## src/rtl/flood_open_ctrl.sv

```systemverilog
// Flood-fill sequencer for a minesweeper "open": walks a LIFO stack of coordinates,
// reads board value + cover state per cell, issues one open write per covered cell.
module flood_open_ctrl #(
   parameter int X_SIZE      = 16,
   parameter int Y_SIZE      = 16,
   parameter int X_BITS      = 4,
   parameter int Y_BITS      = 4,
   parameter int STACK_DEPTH = 64,
   parameter int STACK_AW    = 6
) (
   input  logic                     board_clk,
   input  logic                     glob_reset,
   input  logic                     i_start,
   input  logic                     i_cancel,
   input  logic [X_BITS-1:0]        i_start_x,
   input  logic [Y_BITS-1:0]        i_start_y,
   output logic                     o_rd_en,
   output logic [X_BITS-1:0]        o_rd_x,
   output logic [Y_BITS-1:0]        o_rd_y,
   input  logic [4:0]               i_rd_board_val,
   input  logic [1:0]               i_rd_cover_val,
   output logic                     o_open_strobe,
   output logic [X_BITS-1:0]        o_open_x,
   output logic [Y_BITS-1:0]        o_open_y,
   output logic                     o_busy,
   output logic                     o_done,
   output logic                     o_hit_mine,
   output logic                     o_overflow,
   output logic [X_BITS+Y_BITS:0]   o_opened_count
);

   localparam int                SW     = X_BITS + Y_BITS;
   localparam int                CW     = X_BITS + Y_BITS + 1;
   localparam logic [X_BITS+1:0] X_LIM  = (X_BITS+2)'(X_SIZE);
   localparam logic [Y_BITS+1:0] Y_LIM  = (Y_BITS+2)'(Y_SIZE);
   localparam logic [STACK_AW:0] SP_FULL = (STACK_AW+1)'(STACK_DEPTH);
   localparam logic [4:0]        MINE_VAL = 5'h1F;

   typedef enum logic [2:0] {
      S_IDLE,
      S_POP,
      S_WAIT,
      S_EVAL,
      S_NBR,
      S_FIN
   } state_t;

   state_t              r_state;
   logic [SW-1:0]       r_stack [STACK_DEPTH];
   logic [STACK_AW:0]   r_sp;
   logic [X_BITS-1:0]   r_cur_x;
   logic [Y_BITS-1:0]   r_cur_y;
   logic [2:0]          r_nbr_idx;

   logic [X_BITS+1:0]   w_dx;
   logic [X_BITS+1:0]   w_nx;
   logic [Y_BITS+1:0]   w_dy;
   logic [Y_BITS+1:0]   w_ny;
   logic                w_nbr_ok;
   logic                w_full;
   logic                w_push_en;
   logic [STACK_AW-1:0] w_push_addr;
   logic [SW-1:0]       w_push_data;
   logic [STACK_AW-1:0] w_top_addr;
   logic [SW-1:0]       w_top;

   assign w_full     = (r_sp == SP_FULL);
   assign w_top_addr = r_sp[STACK_AW-1:0] - STACK_AW'(1);
   assign w_top      = r_stack[w_top_addr];

   // Neighbour offsets are added with two guard bits: a -1 step from column 0
   // wraps to a large unsigned value, so one unsigned compare rejects both edges.
   always_comb begin
      w_dx = '0;
      w_dy = '0;
      case (r_nbr_idx)
         3'd0, 3'd3, 3'd5: w_dx = '1;
         3'd2, 3'd4, 3'd7: w_dx = (X_BITS+2)'(1);
         default:          w_dx = '0;
      endcase
      if (r_nbr_idx <= 3'd2) begin
         w_dy = '1;
      end else if (r_nbr_idx >= 3'd5) begin
         w_dy = (Y_BITS+2)'(1);
      end
      w_nx     = {2'b00, r_cur_x} + w_dx;
      w_ny     = {2'b00, r_cur_y} + w_dy;
      w_nbr_ok = (w_nx < X_LIM) && (w_ny < Y_LIM);
   end

   always_comb begin
      w_push_en   = 1'b0;
      w_push_addr = r_sp[STACK_AW-1:0];
      w_push_data = {w_ny[Y_BITS-1:0], w_nx[X_BITS-1:0]};
      if (r_state == S_IDLE && i_start) begin
         w_push_en   = 1'b1;
         w_push_addr = '0;
         w_push_data = {i_start_y, i_start_x};
      end else if (r_state == S_NBR && w_nbr_ok && !w_full) begin
         w_push_en = 1'b1;
      end
   end

   always_ff @(posedge board_clk) begin
      if (w_push_en) begin
         r_stack[w_push_addr] <= w_push_data;
      end
   end

   always_ff @(posedge board_clk or posedge glob_reset) begin
      if (glob_reset) begin
         r_state        <= S_IDLE;
         r_sp           <= '0;
         r_cur_x        <= '0;
         r_cur_y        <= '0;
         r_nbr_idx      <= '0;
         o_rd_en        <= 1'b0;
         o_rd_x         <= '0;
         o_rd_y         <= '0;
         o_open_strobe  <= 1'b0;
         o_open_x       <= '0;
         o_open_y       <= '0;
         o_busy         <= 1'b0;
         o_done         <= 1'b0;
         o_hit_mine     <= 1'b0;
         o_overflow     <= 1'b0;
         o_opened_count <= '0;
      end else begin
         o_rd_en       <= 1'b0;
         o_open_strobe <= 1'b0;
         o_done        <= 1'b0;
         if (i_cancel) begin
            r_state <= S_IDLE;
            r_sp    <= '0;
            o_busy  <= 1'b0;
         end else begin
            case (r_state)
               S_IDLE: begin
                  if (i_start) begin
                     r_sp           <= (STACK_AW+1)'(1);
                     o_hit_mine     <= 1'b0;
                     o_overflow     <= 1'b0;
                     o_opened_count <= '0;
                     o_busy         <= 1'b1;
                     r_state        <= S_POP;
                  end
               end
               S_POP: begin
                  if (r_sp == '0) begin
                     r_state <= S_FIN;
                  end else begin
                     r_sp    <= r_sp - (STACK_AW+1)'(1);
                     r_cur_x <= w_top[X_BITS-1:0];
                     r_cur_y <= w_top[SW-1:X_BITS];
                     o_rd_x  <= w_top[X_BITS-1:0];
                     o_rd_y  <= w_top[SW-1:X_BITS];
                     o_rd_en <= 1'b1;
                     r_state <= S_WAIT;
                  end
               end
               S_WAIT: begin
                  r_state <= S_EVAL;
               end
               S_EVAL: begin
                  // Already-open and flagged cells are skipped; this also absorbs
                  // the duplicate pushes that neighbouring zero cells generate.
                  if (i_rd_cover_val != 2'b00) begin
                     r_state <= S_POP;
                  end else begin
                     o_open_strobe <= 1'b1;
                     o_open_x      <= r_cur_x;
                     o_open_y      <= r_cur_y;
                     if (i_rd_board_val == MINE_VAL) begin
                        o_hit_mine <= 1'b1;
                        r_sp       <= '0;
                        r_state    <= S_FIN;
                     end else begin
                        if (o_opened_count != '1) begin
                           o_opened_count <= o_opened_count + CW'(1);
                        end
                        if (i_rd_board_val == 5'd0) begin
                           r_nbr_idx <= '0;
                           r_state   <= S_NBR;
                        end else begin
                           r_state <= S_POP;
                        end
                     end
                  end
               end
               S_NBR: begin
                  if (w_nbr_ok) begin
                     if (w_full) begin
                        o_overflow <= 1'b1;
                     end else begin
                        r_sp <= r_sp + (STACK_AW+1)'(1);
                     end
                  end
                  r_nbr_idx <= r_nbr_idx + 3'd1;
                  if (r_nbr_idx == 3'd7) begin
                     r_state <= S_POP;
                  end
               end
               S_FIN: begin
                  o_done  <= 1'b1;
                  o_busy  <= 1'b0;
                  r_state <= S_IDLE;
               end
               default: begin
                  r_state <= S_IDLE;
               end
            endcase
         end
      end
   end

endmodule
```

## config.mk

```make
export PLATFORM = sky130hd
export DESIGN_NAME = flood_open_ctrl
export DESIGN_NICKNAME = d
export VERILOG_FILES = /design/src/rtl/flood_open_ctrl.sv
export SDC_FILE = /design/constraint.sdc
export NUM_CORES = 1
export LEC_CHECK = 0
export ABC_AREA = 1
export BUFFER_PORTS_ARGS = -buffer_cell sky130_fd_sc_hd__buf_2
export CAP_MARGIN = 20
export CORE_MARGIN = 3
export CORE_UTILIZATION = 48
export DETAILED_ROUTE_END_ITERATION = 7
export HOLD_SLACK_MARGIN = 0.02
export PLACE_DENSITY = 0.63
export SLEW_MARGIN = 20
export SYNTH_ARGS = -nofsm -noshare
export SYNTH_HDL_FRONTEND = slang
export SYNTH_SLANG_ARGS = --single-unit
```

## constraint.sdc

```tcl
create_clock -name board_clk -period 5.05 [get_ports board_clk]
set_input_delay 1.01 -clock board_clk [delete_from_list [all_inputs] [get_ports board_clk]]
set_output_delay 1.01 -clock board_clk [all_outputs]
set_load 0.1 [all_outputs]
```

==> flow_metrics.tcl <==
set metrics [dict create \
    post_cts_buffers 0 \
    min_period_over_period_pct 89.71 \
    cp.arrival_ps 4790 \
    syn_inst 2441 \
    ys_ff_latch 556 \
    drtIter0Drc 1846 \
    status "completed" \
    synth_ff_type "edfxtp_1" \
    final_antenna_net_count 0 \
    fmax_mhz 220.7 \
    synth.distinct_cells 40 \
    synth_largest_type_area_fraction_pct 62.33 \
    grt_setup_unrepaired "false" \
    start_util_pct 48.86 \
    viasPerCell 5.453 \
    crit_required_ps 5310 \
    crit_fanout 8 \
    clk_path_buf_depth 3 \
    cts_tree "done" \
    slew_violations 0 \
    vias 17420 \
    num_io_pins 50 \
    drv_cap 0 \
    tightest_slew_ps 1013 \
    portBuffers 49 \
    dieArea_um2 54140 \
    cts_buffers 56 \
    final-hold-violation-count 0 \
    yosys_warnings 0 \
    wirelength_um 64570 \
    async_flop_share_pct 7.914 \
    wire_per_inst_um 20.22 \
    setup-violations-final 0 \
    synth_top_cells_by_count "nand2_1 (823), edfxtp_1 (512), nand3_1 (353)" \
    drive_above_1_share_pct 8.287 \
    area_growth_pct 11.91 \
    gp_congestion 0.9294 \
    fp-row-count 82 \
    grt_pass1_wl_um 98130 \
    ctsHtreeMaxLevel 2 \
    overflow 0 \
    period_minus_slack_ps 4530 \
    die_height_um 232.7 \
    grt_pass1_vias 16880 \
    first_pass_iters 6 \
    grt_max_degree 129 \
    hp-class "flip-flop to flip-flop" \
    cts_root_buf "clkbuf_16" \
    die_w_um 232.7 \
    cts.sinks 556 \
    worstSetupEndpointType "flip-flop" \
    cts_resized 0 \
    ys_seq_area_share_pct 66.80 \
    grt_usage_pct 23.96 \
    slew_headroom_pct 32.50 \
    cp-start-kind "flip-flop" \
    clock_latency_ps 630 \
    antenna_found_initial 1 \
    syn_area_um2 24670 \
    clock-skew-final_ps 24.23 \
    synth-edff-count 512 \
    place.detailed.hpwl_um 40010 \
    cts.clk_slew.worst_paths_ps 60 \
    synthTopCellsByArea "edfxtp_1 (62%), nand2_1 (13%), nand3_1 (7.2%)" \
    antenna_cells 0 \
    drc 0 \
    postCtsHoldBufs 0 \
    coreArea_um2 50480 \
    synth.most_common_cell "nand2_1" \
    synth.avg_cell_area_um2 10.10 \
    yosysTopAreaCell "edfxtp_1" \
    fin_setup_tns_ps 0 \
    synth_fp_nets 2487 \
    critPathKind "flip-flop to flip-flop" \
    nets 2523 \
    holdWs_ps 465.4 \
]
-- final timing paths --
path / from / end / slack (ps) / cells after the start
setup / recovery: r_nbr_idx[0] / r_stack[58][6] / 520 / 16
hold / removal: o_open_y[0] / o_open_y[0] / 470 / 2
setup reg to reg: r_nbr_idx[0] / r_stack[58][6] / 520 / 16
hold reg to reg: o_open_y[0] / o_open_y[0] / 470 / 2
max in group asynchronous: glob_reset / r_sp[0] / 3730 / 2
min in group asynchronous: glob_reset / o_open_x[0] / 610 / 2
-- cell families (layout without fill, tap and decap cells) --
kind of cell | count (synthesis) | in the layout | synth area share, %
mux | 2 | 2 | 0.09130
xor+xnor | 16 | 16 | 0.6594
buf+inv | 343 | 424 | 5.448
compound gates | 104 | 104 | 2.257
simple gates | 1393 | 1393 | 23.29
fa+ha+maj | 27 | 27 | 1.461
flops | 556 | 556 | 66.80
-- sequential cells by signal, summed over array words and instances, names as in the netlist --
register / flops
o_busy: 1
o_done: 1
o_hit_mine: 1
o_open_strobe: 1
o_open_x: 4
o_open_y: 4
o_opened_count: 9
o_overflow: 1
o_rd_en: 1
r_cur_x: 4
r_cur_y: 4
r_nbr_idx: 3
r_sp: 7
r_stack: 512
r_state: 3
-- layer usage --
layer  vias to the layer above  global-route usage [%]  wire length, µm
li1                       8168                       -                -
met1                      8366                   32.95            27000
met2                       755                   39.13            30710
met3                       125                   4.040             4945
met4                         2                   7.679             1906
met5                         -                       0               13
-- layout make-up --
type	count	area, µm²
Clock buffer	65	1435
Inverter	229	865.8
Multi-Input combinational cell	1542	6945
Fill cell	4400	22870
Tap cell	672	840.8
Timing Repair Buffer	92	625.6
Clock inverter	38	411.6
Sequential cell	556	16480
-- placed cells by master, fill, tap and decap left out, types with 10 or more instances in the layout --
cell type / Yosys / final
xor2_1: 10 / 10
clkinv_1: 0 / 13
clkbuf_16: 0 / 56
a21oi_1: 17 / 17
buf_2: 42 / 49
nor2_1: 187 / 187
clkinv_2: 0 / 13
edfxtp_1: 512 / 512
nor3_1: 10 / 10
buf_4: 1 / 39
nand2_1: 823 / 820
nand3_1: 353 / 353
ha_1: 24 / 23
dfrtp_1: 44 / 43
inv_1: 220 / 218
o21ai_0: 70 / 65
-- metrics by stage --
stage | setup slack [ps] | instance area (µm²) | util, % | cells
floorplan | 77.98 | 24670 | - | 2441
global placement | 689.4 | 25730 | 50.97 | 3090
detailed placement | 566.0 | 25730 | 50.97 | 3090
CTS | 566.9 | 27580 | 54.63 | 3193
global route | 298.5 | 27600 | 54.68 | 3194
finish | 519.7 | 27600 | 54.68 | 3194
-- critical path, cell delays in order (launching register included) --
cell	delay (ps)
dfrtp_1	410
ha_1	230
ha_1	190
inv_1	50
nand2_1	60
a2111o_1	290
ha_1	220
fa_1	430
nand3_1	110
nand2_1	80
nand2_1	70
nand2_1	40
inv_1	80
nand3_1	180
nor2_2	350
nand3_1	600
nor2_1	750
Power is not shown: default switching activity piles up to over one toggle a cycle in this logic, so the estimate is an artifact.
